--- config.mk ---
export PLATFORM = sky130hd
export DESIGN_NAME = sykt_bus_bridge
export DESIGN_NICKNAME = d
export VERILOG_FILES = /design/src/rtl/sykt_bus_bridge.sv
export SDC_FILE = /design/constraint.sdc
export NUM_CORES = 1
export LEC_CHECK = 0
export CORE_MARGIN = 2
export CORE_UTILIZATION = 40
export DETAILED_ROUTE_END_ITERATION = 8
export MAX_ROUTING_LAYER = met4
export PLACE_DENSITY = 0.75
export SETUP_SLACK_MARGIN = 0.3
export SYNTH_ARGS = -nofsm -noshare
export SYNTH_HDL_FRONTEND = slang
export SYNTH_SLANG_ARGS = --single-unit
--- constraint.sdc ---
create_clock -name clk -period 5.32 [get_ports clk]
set_clock_uncertainty 0.05 [all_clocks]
set_input_delay 1.064 -clock clk [delete_from_list [all_inputs] [get_ports clk]]
set_output_delay 1.064 -clock clk [all_outputs]
set_load 0.01 [all_outputs]
--- src/rtl/sykt_bus_bridge.sv ---
// sykt_bus_bridge: valid/ready request/response bus to the peripheral's
// edge-sampled saddress/srd/swr register-port protocol.
// Ports: clk, reset (sync, active-high); req_valid/req_ready/req_we/req_addr/
//   req_wdata (request); resp_valid/resp_ready/resp_rdata/resp_err (response);
//   saddress/srd/swr/sdata_wr/sdata_rd (peripheral side).
// Optional feature: define SYKT_BRIDGE_ADDR_CHECK_EN to reject requests to
//   registers that are not legal for the access direction.
module sykt_bus_bridge #(
   parameter int SETUP_CYCLES  = 1,
   parameter int STROBE_CYCLES = 2,
   parameter int HOLD_CYCLES   = 1
) (
   input  logic        clk,
   input  logic        reset,
   input  logic        req_valid,
   output logic        req_ready,
   input  logic        req_we,
   input  logic [15:0] req_addr,
   input  logic [31:0] req_wdata,
   output logic        resp_valid,
   input  logic        resp_ready,
   output logic [31:0] resp_rdata,
   output logic        resp_err,
   output logic [15:0] saddress,
   output logic        srd,
   output logic        swr,
   output logic [31:0] sdata_wr,
   input  logic [31:0] sdata_rd
);

   typedef enum logic [2:0] {
      IDLE,
      SETUP,
      STROBE,
      HOLD,
      RESP
   } state_t;

   localparam logic [3:0] S_LAST = 4'(SETUP_CYCLES - 1);
   localparam logic [3:0] T_LAST = 4'(STROBE_CYCLES - 1);
   localparam logic [3:0] H_LAST = 4'(HOLD_CYCLES - 1);

   state_t     state;
   logic [3:0] cnt;
   logic       we_q;
   logic       err_q;
   logic       req_legal;

`ifdef SYKT_BRIDGE_ADDR_CHECK_EN
   assign req_legal = req_we ? (req_addr == 16'h00C8)
                             : (req_addr == 16'h00C8 ||
                                req_addr == 16'h00D8 ||
                                req_addr == 16'h00E0);
`else
   assign req_legal = 1'b1;
`endif

   always_ff @(posedge clk) begin
      if (reset) begin
         state      <= IDLE;
         cnt        <= '0;
         we_q       <= 1'b0;
         err_q      <= 1'b0;
         req_ready  <= 1'b0;
         resp_valid <= 1'b0;
         resp_rdata <= '0;
         resp_err   <= 1'b0;
         saddress   <= '0;
         sdata_wr   <= '0;
         srd        <= 1'b0;
         swr        <= 1'b0;
      end else begin
         unique case (state)
            IDLE: begin
               req_ready <= 1'b1;
               if (req_valid && req_ready) begin
                  req_ready <= 1'b0;
                  we_q      <= req_we;
                  cnt       <= '0;
                  if (req_legal) begin
                     err_q    <= 1'b0;
                     saddress <= req_addr;
                     sdata_wr <= req_we ? req_wdata : 32'h0;
                     state    <= SETUP;
                  end else begin
                     // Rejected: skip the bus phases, spend one cycle
                     // in HOLD with saddress left untouched.
                     err_q <= 1'b1;
                     state <= HOLD;
                  end
               end
            end
            SETUP: begin
               if (cnt == S_LAST) begin
                  cnt   <= '0;
                  srd   <= ~we_q;
                  swr   <= we_q;
                  state <= STROBE;
               end else begin
                  cnt <= cnt + 4'd1;
               end
            end
            STROBE: begin
               if (cnt == T_LAST) begin
                  cnt <= '0;
                  srd <= 1'b0;
                  swr <= 1'b0;
                  // Peripheral drove sdata_out on the srd rising edge,
                  // so at least one full cycle has passed here.
                  if (!we_q) resp_rdata <= sdata_rd;
                  state <= HOLD;
               end else begin
                  cnt <= cnt + 4'd1;
               end
            end
            HOLD: begin
               if (err_q || cnt == H_LAST) begin
                  cnt        <= '0;
                  resp_valid <= 1'b1;
                  resp_err   <= err_q;
                  state      <= RESP;
               end else begin
                  cnt <= cnt + 4'd1;
               end
            end
            RESP: begin
               if (resp_ready) begin
                  resp_valid <= 1'b0;
                  resp_rdata <= '0;
                  resp_err   <= 1'b0;
                  saddress   <= '0;
                  sdata_wr   <= '0;
                  err_q      <= 1'b0;
                  req_ready  <= 1'b1;
                  state      <= IDLE;
               end
            end
            default: state <= IDLE;
         endcase
      end
   end

endmodule

==> metrics.csv, run 1 <==
metric;value;unit
outcome;finished clean;
fin_tns_setup;0;ns
min_path_type;reg -> reg;
synth_compound_area_frac;0.1645;
finalHoldViolations;0;
root_buffer;clkbuf_8;
syn-cell-area;3916;µm²
drt_iter0_markers;142;
setup_slack;1.855;ns
finalInstanceArea;5787;µm²
fmax;0.2886;GHz
reg2reg_depth;4;
ys_warn_count;0;
synth_xor_xnor_area_share;0.002236;
drt-total-wl;10.94;mm
r2r-end;resp_rdata[3]$_SDFFE_PP0P_;
whs;0.4064;ns
port_buffers;168;
drv_slew;0;
synth_mux_area_frac;0.08435;
min_delay_path_depth;2;
synth.distinct_cells;42;
dp_hpwl;7.523;mm
hp-start;swr$_SDFFE_PP0P_;
avgViaCountPerCell;5.357;
arrival;3.70;ns
start_util;0.4063;
utilization;0.6003;
seq_power_share;0.475;
crit_type;in -> reg;
p_int;1.158;mW
placed_cell_area;5589;µm²
fp.dieArea;10600;µm²
drt_first_pass_iters;4;
synth_fp_nets;505;
crit_path_start_kind;input pin;
finalSetupViolations;0;
clkPwrFrac;0.288;
grt_max_degree;67;
wire_per_inst;15.85;µm
r2r_slack;2.76;ns
drc;0;
grt_pass1_wl;16.93;mm
rows;36;
required;5.55;ns
gp_congestion;0.8701;
powerDensity;282.1;nW/µm²
die_w;102.9;µm
postCtsSetupRepairBufs;0;
setup.worst_path.start;reset;
grt_pass1_vias;3529;
final_nets;640;
rsz0062_at_grt;false;
p_leak;2.121;nW
htree_levels;3;
peakVddDrop;141.0;µV
p_comb_frac;0.237;
ant_nets;0;
syn-mean-instance-area;9.392;µm²
synth_seq_cells;92;
crit_end;resp_rdata[2]$_SDFFE_PP0P_;
fin_crit_sh;0.6513;
end_kind;register;
yosys.area_share.simple;0.2038;
core_area;9639;µm²
cts_sinks;92;
syn_inst;417;
maxCapViolCount;0;
synth_top_family_by_area;simple AND/OR/NAND/NOR gates;
overflow;0;
switching_share;0.2906;
seq_area_frac_synth;0.4703;
area_growth;47.76;%
p_sw;0.4743;mW
numCtsBuffers;9;
ctsLongestPathBuffers;2;
cts_tree;built;
pre_cts_ws;1.497;ns
synthAdderAreaFrac;0.009585;
num_vias;3696;
diodes;0;
drive_above_1_share;0.04847;
worstReg2RegStart;state[2]$_SDFFE_PP0P_;
path_max_fanout;51;
hold_buffers;0;
worst_pin_slew;1.153;ns
max_slew_margin;0.2312;
insertion_delay;0.35;ns
cts_resized;0;
antenna_found_initial;0;
ioPinCount;170;
min_period;3.465;ns
grt_use_total;0.2053;
dieHeight;102.9;µm
path_clk_slew;0.09;ns
-- routing by layer --
metal / up-vias / track usage / wire length, µm / part of all wire
met1: 1731 / 0.2710 / 4921 / 0.45
met2: 149 / 0.3142 / 4912 / 0.45
met5: - / - / 0 / 0
met3: 16 / 0.04746 / 922 / 0.084
li1: 1800 / - / - / -
met4: 0 / 0.06174 / 180 / 0.016
-- critical path, cell delays in order --
cell             delay [ns]
clkdlybuf4s50_1        0.94
buf_4                  0.45
inv_2                  0.65
o21ai_2                0.11
buf_4                  0.28
o21ai_1                0.17
-- power by group through the flow --
stage | Sequential (mW) | Clock [mW] | Combinational (mW)
2_1_floorplan | 0.796 | 0 | 0.205
3_3_place_gp | 0.789 | 0 | 0.377
3_5_place_dp | 0.791 | 0 | 0.386
4_1_cts | 0.776 | 0.486 | 0.388
5_1_grt | 0.783 | 0.512 | 0.419
6_report | 0.776 | 0.470 | 0.386
-- placed cells by master (no fill, tap or decap), types with 2 or more instances in the layout --
cell type	instances
inv_1	5
o21ai_0	3
nand3_1	36
nor3_1	4
inv_6	2
a32o_1	16
clkbuf_8	9
o32ai_1	2
or2_1	2
o21ai_1	65
nand3b_1	4
buf_4	5
dfxtp_1	92
nand2_1	37
a21oi_1	8
ha_1	3
o311ai_1	2
or4_1	2
clkdlybuf4s50_1	168
clkinv_2	2
mux2i_1	33
or4b_1	33
-- stage by stage --
step	power, mW	cells
after floorplan	1.001	417
after detailed placement	1.177	674
final	1.633	690
after global placement	1.167	674
after CTS	1.650	690
after global routing	1.714	690
-- kinds of logic after synthesis --
kind of cell / Yosys count
buffers and inverters: 55
AND/OR/NAND/NOR: 127
other: 1
AO/OA/AOI/OAI: 105
adder cells (fa/ha/maj): 3
XOR/XNOR: 1
multiplexers: 33
flip-flops: 92
-- synthesized netlist by cell type (all sizes together) --
cell type	count	share of area
dfxtp	92	0.47
o21ai	69	0.088
clkbuf	38	0.036
nand2	37	0.035
nand3	36	0.046
mux2i	33	0.084
or4b	33	0.084
a32o	16	0.041
buf	11	0.022
a21oi	8	0.010
inv	6	0.0058
nand3b	4	0.0077
nor3	4	0.0051
ha	3	0.0096
o311ai	3	0.0067
or4	3	0.0067
o32ai	2	0.0045
or2	2	0.0032
a211oi	1	0.0019
a21o	1	0.0019
a2bb2oi	1	0.0022
a31oi	1	0.0016
and2	1	0.0016
conb	1	0.00096
nand2b	1	0.0016
nor2	1	0.00096
nor2b	1	0.0016
nor4	1	0.0032
nor4bb	1	0.0026
o21a	1	0.0019
o21ba	1	0.0026
o31ai	1	0.0019
or3	1	0.0016
or3b	1	0.0022
xnor2	1	0.0022
-- worst min-delay path by stage --
stage,to,slack (ns)
6_report,swr$_SDFFE_PP0P_,0.41
3_3_place_gp,swr$_SDFFE_PP0P_,0.39
2_1_floorplan,we_q$_SDFFE_PP0P_,0.41
4_1_cts,swr$_SDFFE_PP0P_,0.41
5_1_grt,swr$_SDFFE_PP0P_,0.43
3_5_place_dp,swr$_SDFFE_PP0P_,0.40
-- state kept, by name (all words and copies together), names as in the netlist --
| signal | cells |
|---|---|
| srd | 1 |
| resp_rdata | 32 |
| state | 3 |
| saddress | 16 |
| swr | 1 |
| req_ready | 1 |
| resp_valid | 1 |
| we_q | 1 |
| sdata_wr | 32 |
| cnt | 4 |
-- cell type report --
class | count | area, µm²
Multi-Input combinational cell | 270 | 1839
Fill cell | 865 | 3852
Clock inverter | 7 | 73.82
Timing Repair Buffer | 173 | 1719
Inverter | 6 | 22.52
Clock buffer | 9 | 123.9
Tap cell | 133 | 166.4
Sequential cell | 92 | 1842
Power figures use the tool's default switching activity.
==> inputs of run 2 (changes only) <==
Settings changed: CORE_UTILIZATION 40 to 38, PLACE_DENSITY 0.75 to 0.74.
Clock period 5.32 ns to 3 ns, I/O delays scaled along.
==> run 2 against run 1 <==
Sequential power is 78% higher. Global-route usage shrank 0.59 points. Clock-buffer cell count up 1. Register-to-register slack worse by 2.0 ns. Flip-flop and latch count unchanged. Sequential share of layout area down 0.46 points. Die area increased by 5.1%. Largest cell class unchanged.
==> metrics.csv, run 2 (synthesis gave the netlist of run 1 again) <==
metric;value;unit
outcome;finished clean;
p_leak;2.160;nW
slowest_delay;0.89;ns
cts_resized;0;
cp_top_family;simple AND/OR/NAND/NOR gates;
required;3.22;ns
drt_first_pass_iters;7;
drt_iter0_markers;197;
dieHeight;105.5;µm
dp.cells;683;
fin_tns_setup;0;ns
avgViaCountPerCell;5.366;
p_total;2.955;mW
fin_crit_sh;0.7362;
root_buffer;clkbuf_8;
hold_buffers;0;
antenna_found_initial;0;
grt_use_total;0.1994;
drv_slew;0;
ant_nets;0;
gp_congestion;0.7925;
min_period;2.209;ns
rows;37;
worst_pin_slew;0.6089;ns
ctsLongestPathBuffers;2;
peakVddDrop;317.7;µV
cts_tree;built;
min_path_type;reg -> reg;
maxCapViolCount;0;
rsz0062_at_grt;false;
placed_cell_area;5663;µm²
final_nets;646;
crit_path_start_kind;register;
powerDensity;503.2;nW/µm²
min_delay_path_depth;2;
port_buffers;168;
dp_hpwl;7.436;mm
cp.depth;3;
wire_per_inst;15.72;µm
grt_pass1_wl;17.63;mm
reg2reg_depth;3;
cts_sinks;92;
grt_max_degree;67;
end_kind;register;
path_clk_slew;0.09;ns
numCtsBuffers;9;
layout_common_cells;clkdlybuf4s50_1, dfxtp_1, o21ai_1;
grt_pass1_vias;3663;
htree_levels;3;
final_cells;699;
finalInstanceArea;5872;µm²
path_buf_inv;0;
crit_type;reg -> reg;
cpMaxStageDelayCell;or4_4;
ioPinCount;170;
reg.largest.list;resp_rdata (32), sdata_wr (32), saddress (16);
arrival;2.43;ns
max_slew_margin;0.5935;
die_w;105.5;µm
drc;0;
drive_above_1_share;0.05861;
fp.dieArea;11130;µm²
postCtsSetupRepairBufs;0;
insertion_delay;0.35;ns
start_util;0.3845;
finalSetupViolations;0;
path_max_fanout;65;
fmax;0.4528;GHz
num_vias;3751;
diodes;0;
area_growth;49.94;%
drt-total-wl;10.99;mm
finalHoldViolations;0;
core_area;10180;µm²
path_cells;or4_4 -> or4b_1 -> o21ai_1;
final_common_cell;clkdlybuf4s50_1;
overflow;0;
run 2: cell count changes in the layout (fill, tap and decap cells not counted), sizes merged:
cell	delta
buf	+6
clkbuf	+1
clkinvlp	+1
clkinv	-2
run 2: area by class of cell:
type	instances	area [µm²]
Sequential cell	92	1842
Tap cell	136	170.2
Inverter	6	22.52
Fill cell	877	4313
Timing Repair Buffer	179	1789
Clock buffer	10	137.6
Clock inverter	6	71.32
Multi-Input combinational cell	270	1839
run 2: final timing paths:
kind                                 from  slack [ns]                    endpoint
setup / recovery    state[2]$_SDFFE_PP0P_        0.79  resp_rdata[2]$_SDFFE_PP0P_
hold / removal    resp_valid$_SDFFE_PP0P_        0.40     resp_valid$_SDFFE_PP0P_
setup reg to reg    state[2]$_SDFFE_PP0P_        0.79  resp_rdata[2]$_SDFFE_PP0P_
hold reg to reg   resp_valid$_SDFFE_PP0P_        0.40     resp_valid$_SDFFE_PP0P_
run 2: where the power goes:
group / switching (mW) / total, mW / internal [mW]
Combinational: 0.328 / 0.705 / 0.377
Sequential: 0.0700 / 1.38 / 1.31
Clock: 0.458 / 0.874 / 0.416
Total: 0.856 / 2.95 / 2.10
run 2: per-stage QoR:
stage / util / setup WS [ns] / hold slack [ns]
2_1_floorplan: - / 1.172 / 0.4069
3_3_place_gp: 0.5560 / 0.7889 / 0.3860
3_5_place_dp: 0.5560 / 0.6735 / 0.3988
4_1_cts: 0.5765 / 0.8007 / 0.4109
5_1_grt: 0.5765 / 0.6595 / 0.4324
6_report: 0.5765 / 0.7914 / 0.4041
run 2: layer usage:
layer | vias to the layer above | global-route usage | part of all wire
met5 | - | - | 0
met4 | 0 | 0.06485 | 0.013
met3 | 11 | 0.05442 | 0.079
met2 | 152 | 0.3129 | 0.46
met1 | 1782 | 0.2500 | 0.45
li1 | 1806 | - | -
run 2: worst reg2reg max path, stage by stage (launching register included):
cell and delay [ns]:
dfxtp_1 0.51, or4_4 0.89, or4b_1 0.59, o21ai_1 0.10
==> inputs of run 3 (changes only) <==
Settings changed: CORE_UTILIZATION 38 to 40, PLACE_DENSITY 0.74 to 0.75.
Clock period 3 ns to 2.2 ns, I/O delays scaled along.
==> run 3 against run 2 <==
Largest cell class is now multi-input combinational cells. Maximum frequency up 20%. Combinational power up 39%. Flip-flop and latch count unchanged. Register-to-register slack worse by 0.43 ns. Largest power group unchanged. Sequential share of layout area down 0.33 points. Via count up 1.1%. Utilization up 3.9 points. Sequential power up 36%.
==> metrics.csv, run 3 (synthesis gave the netlist of run 1 again) <==
metric;value;unit
crit_type;reg -> reg;
drt_first_pass_iters;6;
drt-total-wl;11.30;mm
path_clk_slew;0.09;ns
rows;36;
drc;0;
root_buffer;clkbuf_8;
maxCapViolCount;0;
fin_crit_sh;0.8371;
antenna_found_initial;0;
finalHoldViolations;0;
finalSetupViolations;0;
drv_slew;0;
min_path_type;reg -> reg;
cts_tree;built;
p_leak;2.198;nW
fmax;0.5430;GHz
min_delay_path_depth;2;
postCtsSetupRepairBufs;0;
end_kind;register;
min_period;1.842;ns
num_vias;3792;
drt_iter0_markers;178;
powerDensity;680.7;nW/µm²
whs;0.4006;ns
rsz0062_at_grt;true;
drive_above_1_share;0.06360;
worstReg2RegStart;we_q$_SDFFE_PP0P_;
setup.worst_path.start;we_q$_SDFFE_PP0P_;
r2r-end;resp_rdata[10]$_SDFFE_PP0P_;
overflow;0;
cts_sinks;92;
ant_nets;0;
r2r_slack;0.36;ns
die_w;102.9;µm
required;2.43;ns
grt_use_met3;0.05085;
final_nets;649;
start_util;0.4063;
layout_common_cells;clkdlybuf4s50_1, dfxtp_1, o21ai_1;
htree_levels;3;
fin_tns_setup;0;ns
grt_pass1_wl;17.31;mm
met2_usage;0.3257;
port_buffers;168;
grt_pass1_vias;3519;
gr-usage-met1;0.2792;
fp.dieArea;10600;µm²
gp_congestion;0.8037;
max_slew_margin;0.6178;
diodes;0;
ioPinCount;170;
insertion_delay;0.35;ns
hp-start;resp_valid$_SDFFE_PP0P_;
arrival;2.08;ns
wire_per_inst;16.16;µm
ctsLongestPathBuffers;2;
outcome;finished clean;
grt.busiest_layer;met2;
final_common_cell;clkdlybuf4s50_1;
grt_max_degree;67;
area_growth;51.53;%
path_max_fanout;33;
reg.largest.list;resp_rdata (32), sdata_wr (32), saddress (16);
reg2reg_depth;3;
crit_path_start_kind;register;
dieHeight;102.9;µm
numCtsBuffers;9;
grt_use_total;0.2145;
peakVddDrop;423.2;µV
worst_pin_slew;0.5656;ns
crit_end;resp_rdata[10]$_SDFFE_PP0P_;
avgViaCountPerCell;5.425;
dp_hpwl;7.335;mm
core_area;9639;µm²
==> run 3: per-layer routing <==
layer | up-vias | share of wire
met4 | 0 | 0.018
li1 | 1816 | -
met1 | 1803 | 0.45
met5 | - | 0
met3 | 17 | 0.084
met2 | 156 | 0.45
==> run 3: power breakdown <==
group	leakage, nW	switching [mW]	internal [mW]
clock network	0.106	0.597	0.590
logic	1.35	0.462	0.519
registers	0.745	0.0914	1.78
total	2.20	1.15	2.89
==> run 3: worst min-delay path by stage <==
stage	to
2_1_floorplan	we_q$_SDFFE_PP0P_
3_3_place_gp	resp_valid$_SDFFE_PP0P_
3_5_place_dp	resp_valid$_SDFFE_PP0P_
4_1_cts	resp_valid$_SDFFE_PP0P_
5_1_grt	swr$_SDFFE_PP0P_
6_report	resp_valid$_SDFFE_PP0P_
==> run 3: final cells by class <==
type	instances	area [µm²]
clock buffers	11	151.4
clock inverters	5	60.06
fillers	867	3705
inverters	6	22.52
multi-input cells	271	1851
flip-flops and latches	92	1842
well taps	133	166.4
repair buffers	181	1842
==> run 3: stage by stage <==
stage	std cells	util	setup slack (ns)	power, mW	area (µm²)
finish	699	0.6157	0.3584	4.040	5934
detailed placement	682	0.5925	0.2022	2.877	5712
global placement	682	0.5925	0.2457	2.851	5712
global route	699	0.6157	0.3012	4.235	5934
CTS	699	0.6154	0.2911	4.087	5932
floorplan	417	-	0.3720	2.420	3916
==> run 3: repair_timing <==
item | 4_1_cts | 5_1_grt
gates cloned | 1 | 0
setup endpoints to repair | 3 | 33
gates resized for setup | 0 | 1
hold buffers | 0 | 0
pin swaps | 1 | 1
==> run 3: worst max-delay path: stages (launching register included) <==
cell and delay [ns]:
dfxtp_1 0.37, or4_4 0.70, or4b_1 0.54, o21ai_1 0.10
==> RTL edit (settings of run 2) <==
Build with the macro `SYKT_BRIDGE_ADDR_CHECK_EN` defined.
--- a/src/rtl/sykt_bus_bridge.sv
+++ b/src/rtl/sykt_bus_bridge.sv
@@ -6,4 +6,6 @@
 // Optional feature: define SYKT_BRIDGE_ADDR_CHECK_EN to reject requests to
 //   registers that are not legal for the access direction.
+`define SYKT_BRIDGE_ADDR_CHECK_EN
+
 module sykt_bus_bridge #(
    parameter int SETUP_CYCLES  = 1,
Check against the original RTL: not equivalent (Yosys sat finds a counterexample within 4 cycles, from zero or initial values and one cycle with reset high).
==> RTL edit against run 2 <==
Worst hold slack better by 0.013 ns. Synthesized area down 14%. Largest cell class is now non-clock buffers. Via count down 17%. Global-route usage down 0.74 points. Setup slack worse by 0.47 ns. Total power down 3.7%. Routed wire length down 13%. Cell area down 5.4%. Sequential cell count up 2. Critical path depth up 5. Register-to-register slack worse by 0.22 ns.
==> RTL edit: results (changes against run 2) <==
Run status
  • Run status: finished, final reports clean

Pwr
  • Pwr Density: 512.4 nW/um^2 (+1.8%)
  • Sw frac: 31.63% (+2.7 points)
  • Overall power consumption: 2846 uW (-3.7%)
  • Leak pwr: 0.002131 uW (-1.4%)
  • Worst vdd rail ir drop: 301.5 uV (-5.1%)

Drt
  • Wire length on met2: 4.568 mm (-9.3%)
  • Via count: 3,102 (-17%)
  • Pre-antenna DRT Iters: 4 (-3)
  • Metal3 WL: 791 um (-9.2%)

Logic synthesis
  • Post-synthesis sequential area ratio: 55.91% (+8.9 points)
  • Synthesized Nets: 385 (-24%)
  • Most numerous cell types in the synthesized netlist: sky130_fd_sc_hd__dfxtp_1, sky130_fd_sc_hd__a22o_1, sky130_fd_sc_hd__a22o_2
  • Per-instance average area after synthesis: 11.33 sq um (+21%)

Global routing
  • Routing usage on met1: 23.93% (-1.1 points)
  • First-pass GRT wire length: 14.80 mm (-16%)
  • Pin count of the biggest net entering global routing: 33 (-51%)
  • Via count of the first global-routing pass: 3,052 (-17%)
  • GRT Total Usage: 19.20% (-0.74 points)
  • Met3 demand-to-capacity share in global routing: 4.366% (-1.1 points)

Worst setup path
  • Largest fanout of any net on the critical path: 8 (-88%)
  • Critical path data arrival time: 2.93 ns (+0.50 ns)
  • Cell with the biggest individual delay on the critical path: sky130_fd_sc_hd__or4b_4
  • Largest incremental delay on the critical path: 0.53 ns (-0.36 ns)
  • Worst reg2reg path startpoint: cnt[0]

Timing
  • Setup WS post-layout: 0.3248 ns (-0.4667 ns)
  • Min Hold Slack: 0.4171 ns (+0.01297 ns)

Place
  • Routability-driven placement congestion ratio: 0.8640 (+9.0%)
  • Post-detailed-placement cell area: 5246 sq um (-7.4%)
  • IO buf count: 169 (+0.60%)

Layout
  • Number of filler instances in the final layout: 691 (-21%)
RTL edit: cell types whose count changed in the layout (fill, tap and decap cells not counted), moves of 26 or more:
cell and delta:
sky130_fd_sc_hd__mux2i_1 -33, sky130_fd_sc_hd__o21ai_1 -64, sky130_fd_sc_hd__or4b_1 -33, sky130_fd_sc_hd__nand3_1 -26, sky130_fd_sc_hd__a22o_2 +31, sky130_fd_sc_hd__a22o_1 +33, sky130_fd_sc_hd__nand2_1 -26
RTL edit: kinds of logic (layout without fill, tap and decap cells):
kind of cell,count (synthesis),in the layout,share of synthesized area [%]
adder cells (fa/ha/maj),3,3,1.115
flip-flops,94,94,55.91
AND/OR/NAND/NOR,76,76,14.16
AO/OA/AOI/OAI,101,101,25.47
buffers and inverters,23,207,3.346
RTL edit: cell type report:
type	instances	share of cell area [%]
Tap cell	108	2.433
Clock inverter	7	1.442
Inverter	3	0.2027
Clock buffer	9	2.230
Sequential cell	94	33.88
Multi-Input combinational cell	180	25.21
Timing Repair Buffer	188	34.60
